**src/rtl/sha256_uart_framer.sv**
```systemverilog
// Length-framed command front end between the UART byte cores and a SHA-256 engine.
// Buffers the payload in a byte FIFO and returns the digest as hex ASCII or raw bytes, or a NAK.
module sha256_uart_framer #(
  parameter int unsigned LEN_BYTES    = 2,
  parameter int unsigned FIFO_DEPTH   = 16,
  parameter int unsigned DIGEST_BYTES = 32,
  parameter int unsigned APPEND_NL    = 1,
  parameter int unsigned TIMEOUT_CYC  = 2000000
) (
  input  logic         clk,
  input  logic         rst,
  input  logic [7:0]   rx_data_i,
  input  logic         rx_valid_i,
  output logic [7:0]   tx_data_o,
  output logic         tx_start_o,
  input  logic         tx_busy_i,
  output logic         hash_start_o,
  output logic [7:0]   hash_data_o,
  output logic         hash_valid_o,
  output logic         hash_last_o,
  input  logic         hash_ready_i,
  input  logic [255:0] hash_out_i,
  input  logic         hash_done_i,
  output logic         busy_o,
  output logic         err_ovf_o,
  output logic         err_tmo_o
);

  localparam int unsigned LW   = 8 * LEN_BYTES;
  localparam int unsigned AW   = $clog2(FIFO_DEPTH);
  localparam int unsigned NCHR = (APPEND_NL != 0) ? 2 * DIGEST_BYTES + 1 : 2 * DIGEST_BYTES;

  typedef enum logic [2:0] {
    StIdle, StLen, StPayload, StWaitDone, StSend, StSendGap, StNak, StDiscard
  } state_e;

  state_e         state_q, state_d;
  logic           hex_q, hex_d;
  logic [LW-1:0]  len_q, len_d, rx_cnt_q, rx_cnt_d, pop_cnt_q, pop_cnt_d;
  logic [2:0]     lcnt_q, lcnt_d;
  logic [AW:0]    wr_ptr_q, wr_ptr_d, rd_ptr_q, rd_ptr_d;
  logic [31:0]    tmo_q, tmo_d;
  logic [255:0]   digest_q, digest_d;
  logic [6:0]     idx_q, idx_d;
  logic           err_ovf_q, err_ovf_d, err_tmo_q, err_tmo_d, hs_q, hs_d;
  logic [7:0]     mem_q [FIFO_DEPTH];

  logic           push, pop, flush, full, empty, expect_rx, tmo_en, tmo_hit;
  logic [AW:0]    occ;
  logic [LW-1:0]  len_next;
  logic [7:0]     nib_base, byte_base, hex_chr, chr;
  logic [3:0]     nib;
  logic [6:0]     total;

  assign occ       = wr_ptr_q - rd_ptr_q;
  assign empty     = (occ == '0);
  assign full      = (occ == (AW + 1)'(FIFO_DEPTH));
  assign len_next  = (len_q << 8) | LW'(rx_data_i);
  assign expect_rx = (rx_cnt_q != len_q);

  assign hash_valid_o = (state_q == StPayload) && !empty;
  assign hash_data_o  = mem_q[rd_ptr_q[AW-1:0]];
  assign hash_last_o  = hash_valid_o && (pop_cnt_q == len_q - LW'(1));
  assign pop          = hash_valid_o && hash_ready_i;

  // Inter-byte timeout only runs while more bytes are still owed by the host.
  assign tmo_en  = (TIMEOUT_CYC != 0) && ((state_q == StLen) ||
                   (((state_q == StPayload) || (state_q == StDiscard)) && expect_rx));
  assign tmo_hit = tmo_en && !rx_valid_i && (tmo_q == 32'(TIMEOUT_CYC - 1));

  assign nib_base  = 8'd252 - 8'({idx_q, 2'b00});
  assign byte_base = 8'd248 - 8'({idx_q, 3'b000});
  assign nib       = digest_q[nib_base +: 4];
  assign hex_chr   = (nib < 4'd10) ? 8'h30 + {4'h0, nib} : 8'h57 + {4'h0, nib};
  assign total     = hex_q ? 7'(NCHR) : 7'(DIGEST_BYTES);
  assign chr       = !hex_q ? digest_q[byte_base +: 8] :
                     (idx_q == 7'(2 * DIGEST_BYTES)) ? 8'h0a : hex_chr;

  assign busy_o       = (state_q != StIdle);
  assign err_ovf_o    = err_ovf_q;
  assign err_tmo_o    = err_tmo_q;
  assign hash_start_o = hs_q;

  always_comb begin
    state_d   = state_q;
    hex_d     = hex_q;
    len_d     = len_q;
    lcnt_d    = lcnt_q;
    rx_cnt_d  = rx_cnt_q;
    pop_cnt_d = pop_cnt_q;
    digest_d  = digest_q;
    idx_d     = idx_q;
    err_ovf_d = err_ovf_q;
    err_tmo_d = err_tmo_q;
    hs_d      = 1'b0;
    push      = 1'b0;
    flush     = 1'b0;
    tx_start_o = 1'b0;
    tx_data_o  = 8'h00;
    tmo_d     = (rx_valid_i || !tmo_en) ? 32'd0 : tmo_q + 32'd1;

    case (state_q)
      StIdle: begin
        if (rx_valid_i && ((rx_data_i == 8'h01) || (rx_data_i == 8'h02))) begin
          hex_d     = (rx_data_i == 8'h01);
          err_ovf_d = 1'b0;
          err_tmo_d = 1'b0;
          len_d     = '0;
          lcnt_d    = '0;
          rx_cnt_d  = '0;
          pop_cnt_d = '0;
          state_d   = StLen;
        end
      end
      StLen: begin
        if (tmo_hit) begin
          err_tmo_d = 1'b1;
          state_d   = StNak;
        end else if (rx_valid_i) begin
          len_d  = len_next;
          lcnt_d = lcnt_q + 3'd1;
          if (lcnt_q == 3'(LEN_BYTES - 1)) begin
            if (len_next == '0) begin
              state_d = StNak;
            end else begin
              hs_d    = 1'b1;
              state_d = StPayload;
            end
          end
        end
      end
      StPayload: begin
        if (pop) begin
          pop_cnt_d = pop_cnt_q + LW'(1);
          if (pop_cnt_q == len_q - LW'(1)) state_d = StWaitDone;
        end
        if (tmo_hit) begin
          err_tmo_d = 1'b1;
          flush     = 1'b1;
          state_d   = StNak;
        end else if (rx_valid_i && expect_rx) begin
          rx_cnt_d = rx_cnt_q + LW'(1);
          if (full && !pop) begin
            err_ovf_d = 1'b1;
            flush     = 1'b1;
            state_d   = (rx_cnt_q + LW'(1) == len_q) ? StNak : StDiscard;
          end else begin
            push = 1'b1;
          end
        end
      end
      StDiscard: begin
        if (tmo_hit) begin
          err_tmo_d = 1'b1;
          state_d   = StNak;
        end else if (rx_valid_i && expect_rx) begin
          rx_cnt_d = rx_cnt_q + LW'(1);
          if (rx_cnt_q + LW'(1) == len_q) state_d = StNak;
        end
      end
      StWaitDone: begin
        if (hash_done_i) begin
          digest_d = hash_out_i;
          idx_d    = '0;
          state_d  = StSend;
        end
      end
      StSend: begin
        if (!tx_busy_i) begin
          if (idx_q == total) begin
            state_d = StIdle;
          end else begin
            tx_start_o = 1'b1;
            tx_data_o  = chr;
            idx_d      = idx_q + 7'd1;
            state_d    = StSendGap;
          end
        end
      end
      StSendGap: state_d = StSend;
      StNak: begin
        if (!tx_busy_i) begin
          tx_start_o = 1'b1;
          tx_data_o  = 8'h15;
          state_d    = StIdle;
        end
      end
      default: state_d = StIdle;
    endcase

    wr_ptr_d = push ? wr_ptr_q + (AW + 1)'(1) : wr_ptr_q;
    rd_ptr_d = pop  ? rd_ptr_q + (AW + 1)'(1) : rd_ptr_q;
    if (flush) begin
      wr_ptr_d = '0;
      rd_ptr_d = '0;
    end
  end

  always_ff @(posedge clk or posedge rst) begin
    if (rst) begin
      state_q   <= StIdle;
      hex_q     <= 1'b0;
      len_q     <= '0;
      lcnt_q    <= '0;
      rx_cnt_q  <= '0;
      pop_cnt_q <= '0;
      wr_ptr_q  <= '0;
      rd_ptr_q  <= '0;
      tmo_q     <= '0;
      digest_q  <= '0;
      idx_q     <= '0;
      err_ovf_q <= 1'b0;
      err_tmo_q <= 1'b0;
      hs_q      <= 1'b0;
    end else begin
      state_q   <= state_d;
      hex_q     <= hex_d;
      len_q     <= len_d;
      lcnt_q    <= lcnt_d;
      rx_cnt_q  <= rx_cnt_d;
      pop_cnt_q <= pop_cnt_d;
      wr_ptr_q  <= wr_ptr_d;
      rd_ptr_q  <= rd_ptr_d;
      tmo_q     <= tmo_d;
      digest_q  <= digest_d;
      idx_q     <= idx_d;
      err_ovf_q <= err_ovf_d;
      err_tmo_q <= err_tmo_d;
      hs_q      <= hs_d;
    end
  end

  always_ff @(posedge clk) begin
    if (push) mem_q[wr_ptr_q[AW-1:0]] <= rx_data_i;
  end

endmodule

```
**config.mk**
```make
export PLATFORM = sky130hd
export DESIGN_NAME = sha256_uart_framer
export DESIGN_NICKNAME = d
export VERILOG_FILES = /design/src/rtl/sha256_uart_framer.sv
export SDC_FILE = /design/constraint.sdc
export NUM_CORES = 1
export LEC_CHECK = 0
export ABC_AREA = 1
export CELL_PAD_IN_SITES_DETAIL_PLACEMENT = 2
export CELL_PAD_IN_SITES_GLOBAL_PLACEMENT = 2
export CORE_AREA = 3 3 286 288
export DETAILED_ROUTE_END_ITERATION = 10
export DIE_AREA = 0 0 289 291
export HOLD_SLACK_MARGIN = 0.02
export PLACE_DENSITY = 0.8
export SYNTH_ARGS = -nofsm -noshare
export SYNTH_HDL_FRONTEND = slang
export SYNTH_SLANG_ARGS = --single-unit
export TNS_END_PERCENT = 30
```
**constraint.sdc**
```tcl
create_clock -name clk -period 16.6 [get_ports clk]
set_input_delay 3.32 -clock clk [delete_from_list [all_inputs] [get_ports clk]]
set_output_delay 3.32 -clock clk [all_outputs]
set_load 0.01 [all_outputs]
```
==> impl_metrics.env, run 1 <==
export IMPL_grt_pass1_vias=26800
export IMPL_slowest_stage="clkdlybuf4s50_1"
export IMPL_clkTransAtPathRegs_ns=0.06
export IMPL_crit_arrival_ns=5.74
export IMPL_synthAdderAreaFrac_pct=0.862
export IMPL_die_area_mm2=0.0841
export IMPL_die_w_um=289
export IMPL_cts_hold_buffers=0
export IMPL_leakage_nw=14.0
export IMPL_grt_max_degree=140
export IMPL_clock_skew_ns=0.0290
export IMPL_nNetsFinal=3853
export IMPL_die_h_um=291
export IMPL_rows=103
export IMPL_worst_path_max_fanout=6
export IMPL_seq_power_share_pct=33.5
export IMPL_ys_warn_count=0
export IMPL_synth_area_mm2=0.0261
export IMPL_critPathCaptureType="output port"
export IMPL_grt_pass1_wl_um=165000
export IMPL_fin_crit_sh_pct=54.6
export IMPL_start_util_pct=33.0
export IMPL_timing_hold_ws_ns=0.472
export IMPL_cp_start_kind="primary input"
export IMPL_muxShareOfSynthArea_pct=0
export IMPL_h_tree_depth=2
export IMPL_synthArstFlopShare_pct=73.9
export IMPL_dr_pass1_iters=5
export IMPL_routed_via_density=5.34
export IMPL_hold_viol_final=0
export IMPL_synth_distinct_cells=58
export IMPL_cts_root_buf="clkbuf_16"
export IMPL_synth_top_area_share_pct=34.8
export IMPL_clockBufferDepth=3
export IMPL_avgSynthCellArea_um2=7.77
export IMPL_synthesis_instances=3365
export IMPL_path_class="primary input to output port"
export IMPL_synthTopCellsByArea="dfrtp_1 (35%), nand2_1 (16%), edfxtp_1 (15%), o21ai_0 (6.3%), nor2_1 (4.7%)"
export IMPL_ios=293
export IMPL_path_cells="clkdlybuf4s50_1, nor2_1, inv_1, nor2_1, inv_1, o21ai_0, clkdlybuf4s50_1"
export IMPL_slew_headroom_pct=25.6
export IMPL_cts_sinks=491
export IMPL_finalMaxSlewViolations=0
export IMPL_drcViolationCount=0
export IMPL_wl_per_cell_um=23.1
export IMPL_cts_tree="built"
export IMPL_irDropWorstVdd_uv=106
export IMPL_drt_iter0_drc=1656
export IMPL_numCtsBuffers=55
export IMPL_ys_ff_latch=491
export IMPL_p_per_area_mw_per_mm2=182
export IMPL_synth_compound_area_share_pct=14.3
export IMPL_slowest_delay_ns=0.66
export IMPL_status="finished clean"
export IMPL_period_minus_slack_ns=9.06
export IMPL_port_buffers=292
export IMPL_ant_nets=0
export IMPL_yosysTopAreaCell="dfrtp_1"
export IMPL_insertion_delay_ns=0.63
export IMPL_drv_cap=0
export IMPL_combinationalPowerShare_pct=44.0
export IMPL_fillers=9112
export IMPL_antenna_found_initial=2
export IMPL_synth_xor_area_share_pct=1.32
export IMPL_tns_ns=0
export IMPL_switching_share_pct=45.0
export IMPL_hpwl_um=77900
export IMPL_final_setup_viol_count=0
export IMPL_synth_common_cells="nand2_1 (1,104), dfrtp_1 (363), o21ai_0 (331)"
export IMPL_vias=24900
export IMPL_tightest_slew_ns=1.11
export IMPL_yosys_area_share_simple_pct=27.5
export IMPL_internal_power_mw=3.18
export IMPL_rr_worst_depth=13
export IMPL_track_usage_pct=25.4
export IMPL_core_area_mm2=0.0791
export IMPL_grt_overflow=0
export IMPL_drt_total_wl_um=108000
export IMPL_hp_class="flip-flop to flip-flop"
export IMPL_clock_fmax_mhz=110
export IMPL_synth_edf_count=128
export IMPL_p_clk_share_pct=22.5
export IMPL_ctsResizeCount=0
export IMPL_p_sw_mw=2.61
export IMPL_gp_congestion=0.851
export IMPL_postCtsSetupRepairBufs=0
export IMPL_syn_to_final_growth_pct=21.5
export IMPL_synth_seq_area_share_pct=49.5
export IMPL_rsz0062_at_grt="no"
export IMPL_synth_most_common_cell="nand2_1"
export IMPL_synth_fp_nets=3653
export IMPL_synth_top_family_by_area="simple AND/OR/NAND/NOR gates"
export IMPL_crit_required_ns=13.28
export IMPL_synth_flop_cell="dfrtp_1"
export IMPL_holdPathStages=1
export IMPL_drive_gt1_share_pct=5.07
stage by stage:
stage | util, % | instances | total power, mW | worst slack (ns) | area [um^2]
3_3_place_gp | 37.7 | 4558 | 4.36 | 7.59 | 29900
3_5_place_dp | 37.7 | 4558 | 4.47 | 7.54 | 29900
6_report | 40.1 | 4663 | 5.79 | 7.54 | 31800
4_1_cts | 40.1 | 4661 | 5.82 | 7.53 | 31800
5_1_grt | 40.1 | 4661 | 6.24 | 7.38 | 31800
2_1_floorplan | - | 3365 | 3.51 | 3.20 | 26100
power by group through the flow:
| stage | clock network (mW) | logic [mW] | registers (mW) |
|---|---|---|---|
| floorplan | 0 | 1.74 | 1.77 |
| global placement | 0 | 2.42 | 1.94 |
| detailed placement | 0 | 2.52 | 1.95 |
| CTS | 1.32 | 2.56 | 1.94 |
| global route | 1.38 | 2.88 | 1.99 |
| finish | 1.30 | 2.55 | 1.94 |
area by class of cell:
type | instances | area (um^2) | area share (%)
clock buffer | 76 | 1550 | 4.87
sequential | 491 | 12900 | 40.7
clock inverter | 27 | 353 | 1.11
antenna | 2 | 5.00 | 0.0158
timing repair buffer | 324 | 3180 | 10.0
multi-input combinational | 2455 | 11500 | 36.2
tap | 1050 | 1310 | 4.14
inverter | 238 | 921 | 2.90
worst paths after layout:
path                                    startpoint  slack (ns)                       end
setup / recovery                         tx_busy_i        7.54              tx_data_o[6]
hold / removal                  tmo_q[0]$_DFF_PP0_        0.47        tmo_q[0]$_DFF_PP0_
setup reg to reg           rd_ptr_q[2]$_DFFE_PP0P_       12.18     mem_q[7][5]$_DFFE_PP_
hold reg to reg                 tmo_q[0]$_DFF_PP0_        0.47        tmo_q[0]$_DFF_PP0_
max in group asynchronous                      rst       11.22       tmo_q[12]$_DFF_PP0_
min in group asynchronous                      rst        3.21  digest_q[28]$_DFFE_PP0P_
kinds of logic (layout without fill, tap and decap cells):
group,Yosys count,count (layout)
buf+inv,419,665
xor+xnor,37,37
fa+ha+maj,18,18
simple gates,1757,1757
compound gates,643,643
flops,491,491
other cells,0,2
placed cells by master, fill, tap and decap left out, drive strengths merged, types with 5 or more instances in the layout:
master         instances
nand2               1110
dfrtp                363
o21ai                341
nor2                 333
clkdlybuf4s50        292
inv                  235
nand3                196
edfxtp               128
a21oi                107
o211ai                89
clkbuf                76
nor3                  36
nand4                 33
buf                   32
o22ai                 27
o221ai                24
or2                   24
clkinv                22
xor2                  20
ha                    18
xnor2                 16
o31ai                 16
nor4                   9
nand3b                 9
bufinv                 7
o21a                   5
a32o                   5
o311ai                 5
worst max-delay path, delay by kind of cell:
| kind | cells | cell delay [ns] |
|---|---|---|
| buf+inv | 4 | 1.46 |
| compound gates | 1 | 0.50 |
| simple gates | 2 | 0.46 |
registers in the layout (all words and copies together) (netlist names), 5 cells and up:
signal and count:
digest_q 256, mem_q 128, tmo_q 32, len_q 16
pop_cnt_q 16, rx_cnt_q 16, idx_q 7, rd_ptr_q 5
wr_ptr_q 5
layer usage:
layer / vias up / share of wire (%) / GRT usage (%)
met1: 12600 / 44 / 33.8
met3: 172 / 4.0 / 2.79
li1: 11500 / - / -
met5: - / 0.010 / 0
met4: 2 / 3.8 / 9.09
met2: 564 / 48 / 42.7
Power figures use the tool's default switching activity.
==> run 2, diff against run 1 <==
Clock period 16.6 ns to 8.5 ns, I/O delays scaled along.
==> run 2 against run 1 <==
Against the previous run: via count rose by 0.30%; setup slack worse by 5.9 ns; total power rose by 99%; highest routed layer unchanged; clock power grew 110%; largest power group unchanged; die area did not move; final cell count is essentially flat; design area increased by 0.50%; clock skew fell by 0.0029 ns.
==> impl_metrics.env, run 2 (synthesis gave the netlist of run 1 again) <==
export IMPL_status="finished clean"
export IMPL_final_cell_mix="nand2_1 (1,103), dfrtp_1 (359), o21ai_0 (331)"
export IMPL_cpMostUsedCell="nand2_1"
export IMPL_cp_num_buf_inv=3
export IMPL_ant_nets=0
export IMPL_drive_gt1_share_pct=5.37
export IMPL_seqCellArea_mm2=0.0129
export IMPL_die_area_mm2=0.0841
export IMPL_multiInputGateArea_mm2=0.0115
export IMPL_ios=293
export IMPL_start_util_pct=33.0
export IMPL_holdPathStages=1
export IMPL_gp_congestion=0.877
export IMPL_path_class="flip-flop to output port"
export IMPL_nNetsFinal=3850
export IMPL_h_tree_depth=2
export IMPL_utilization_pct=40.3
export IMPL_cts_hold_buffers=0
export IMPL_timing_rr_end="wr_ptr_q[4]$_DFFE_PP0P_"
export IMPL_finalMaxSlewViolations=0
export IMPL_track_usage_pct=25.5
export IMPL_clock_skew_ns=0.0262
export IMPL_cp_start_kind="flip-flop"
export IMPL_rsz0062_at_grt="no"
export IMPL_drt_total_wl_um=108000
export IMPL_r2r_slack_ns=4.21
export IMPL_grt_max_degree=153
export IMPL_drv_cap=0
export IMPL_dr_pass1_iters=6
export IMPL_slowest_delay_ns=0.78
export IMPL_cts_tree="built"
export IMPL_rr_worst_depth=13
export IMPL_wl_per_cell_um=23.2
export IMPL_insertion_delay_ns=0.64
export IMPL_crit_arrival_ns=5.17
export IMPL_grt_pass1_vias=26900
export IMPL_r2r_start="rd_ptr_q[2]$_DFFE_PP0P_"
export IMPL_drt_iter0_drc=1690
export IMPL_vias=25000
export IMPL_hp_class="flip-flop to flip-flop"
export IMPL_final_common_cell="nand2_1"
export IMPL_slowest_stage="inv_4"
export IMPL_stdcell_count=4667
export IMPL_slew_headroom_pct=22.2
export IMPL_routed_via_density=5.35
export IMPL_final_setup_viol_count=0
export IMPL_drcViolationCount=0
export IMPL_fin_crit_sh_pct=80.9
export IMPL_critPathCaptureType="output port"
export IMPL_largest_register="digest_q"
export IMPL_finalWorstSetupSlack_ns=1.63
export IMPL_worst_path_max_fanout=102
export IMPL_postCtsSetupRepairBufs=0
export IMPL_syn_to_final_growth_pct=22.1
export IMPL_crit_family="buffers and inverters"
export IMPL_irDropWorstVdd_uv=221
export IMPL_core_area_mm2=0.0791
export IMPL_min_to="tmo_q[0]$_DFF_PP0_"
export IMPL_clock_fmax_mhz=145
export IMPL_period_minus_slack_ns=6.87
export IMPL_crit_required_ns=6.80
export IMPL_preCtsSetupSlack_ns=2.21
export IMPL_die_w_um=289
export IMPL_rows=103
export IMPL_port_buffers=292
export IMPL_hpwl_um=78300
export IMPL_clkTransAtPathRegs_ns=0.06
export IMPL_largest_register_ffs=256
export IMPL_path_cells="inv_4, nand2_1, inv_1, o21ai_0, o211ai_1, nand3_1, nand3_1, nand2_1, nand2_1, nand2_1, o21ai_0, clkdlybuf4s50_1"
export IMPL_worstHoldStart="tmo_q[0]$_DFF_PP0_"
export IMPL_die_h_um=291
export IMPL_numCtsBuffers=57
export IMPL_clockBufferDepth=3
export IMPL_timing_hold_ws_ns=0.468
export IMPL_antenna_found_initial=13
export IMPL_cts_root_buf="clkbuf_16"
export IMPL_grt_pass1_wl_um=166000
export IMPL_placedCellCount=4553
export IMPL_tns_ns=0
export IMPL_cts_sinks=491
export IMPL_hold_viol_final=0
export IMPL_grt_overflow=0
export IMPL_p_per_area_mw_per_mm2=362
export IMPL_ctsResizeCount=0
export IMPL_fillers=9061
export IMPL_tightest_slew_ns=1.16
export IMPL_leakage_nw=14.0
[run 2: how the worst max path moves through the flow]
stage | end | cells after the start | start | slack [ns]
after floorplan | digest_q[0]$_DFFE_PP0P_ | 1 | rst | 1.93
after global placement | tx_data_o[6] | 12 | idx_q[1]$_DFFE_PP0P_ | 2.32
after detailed placement | tx_data_o[6] | 12 | idx_q[1]$_DFFE_PP0P_ | 2.21
after CTS | tx_data_o[6] | 14 | idx_q[1]$_DFFE_PP0P_ | 1.55
after global routing | tx_data_o[6] | 12 | idx_q[1]$_DFFE_PP0P_ | 1.21
final | tx_data_o[6] | 12 | idx_q[1]$_DFFE_PP0P_ | 1.63
[run 2: final cells by class]
cell class,count,area share [%]
multi-input combinational,2455,36.1
antenna,6,0.0470
clock inverter,42,1.76
timing repair buffer,319,9.91
tap,1050,4.12
clock buffer,66,4.70
sequential,491,40.5
inverter,238,2.87
[run 2: stage by stage]
stage,instance area [um^2],total power [mW]
finish,31900,11.5
global route,31900,12.4
CTS,31900,11.6
detailed placement,29800,8.78
global placement,29800,8.57
floorplan,26100,6.85
[run 2: metal layers]
layer	vias to the layer above	share of wire (%)	global-route usage, %
met4	18	3.5	8.45
li1	11600	-	-
met3	184	5.3	4.04
met1	12600	43	33.6
met5	-	0.099	0
met2	611	48	42.7
[run 2: worst reg2reg max path, stage by stage (launching register included)]
cell and delay (ns):
dfrtp_1 0.73, clkinv_1 0.50, ha_1 0.49, a21oi_1 0.20, nand3_1 0.10, nand2_1 0.08, nor2_1 0.07, o211ai_1 0.25
inv_1 0.18, nor2_4 0.23, nand2_1 0.23, nor2_1 0.83, o21ai_0 0.19, a21oi_1 0.16
[run 2: power breakdown]
| part | switching (mW) | internal (mW) |
|---|---|---|
| combinational | 3.40 | 1.62 |
| sequential | 0.706 | 3.10 |
| clock | 1.10 | 1.61 |
| total | 5.21 | 6.33 |
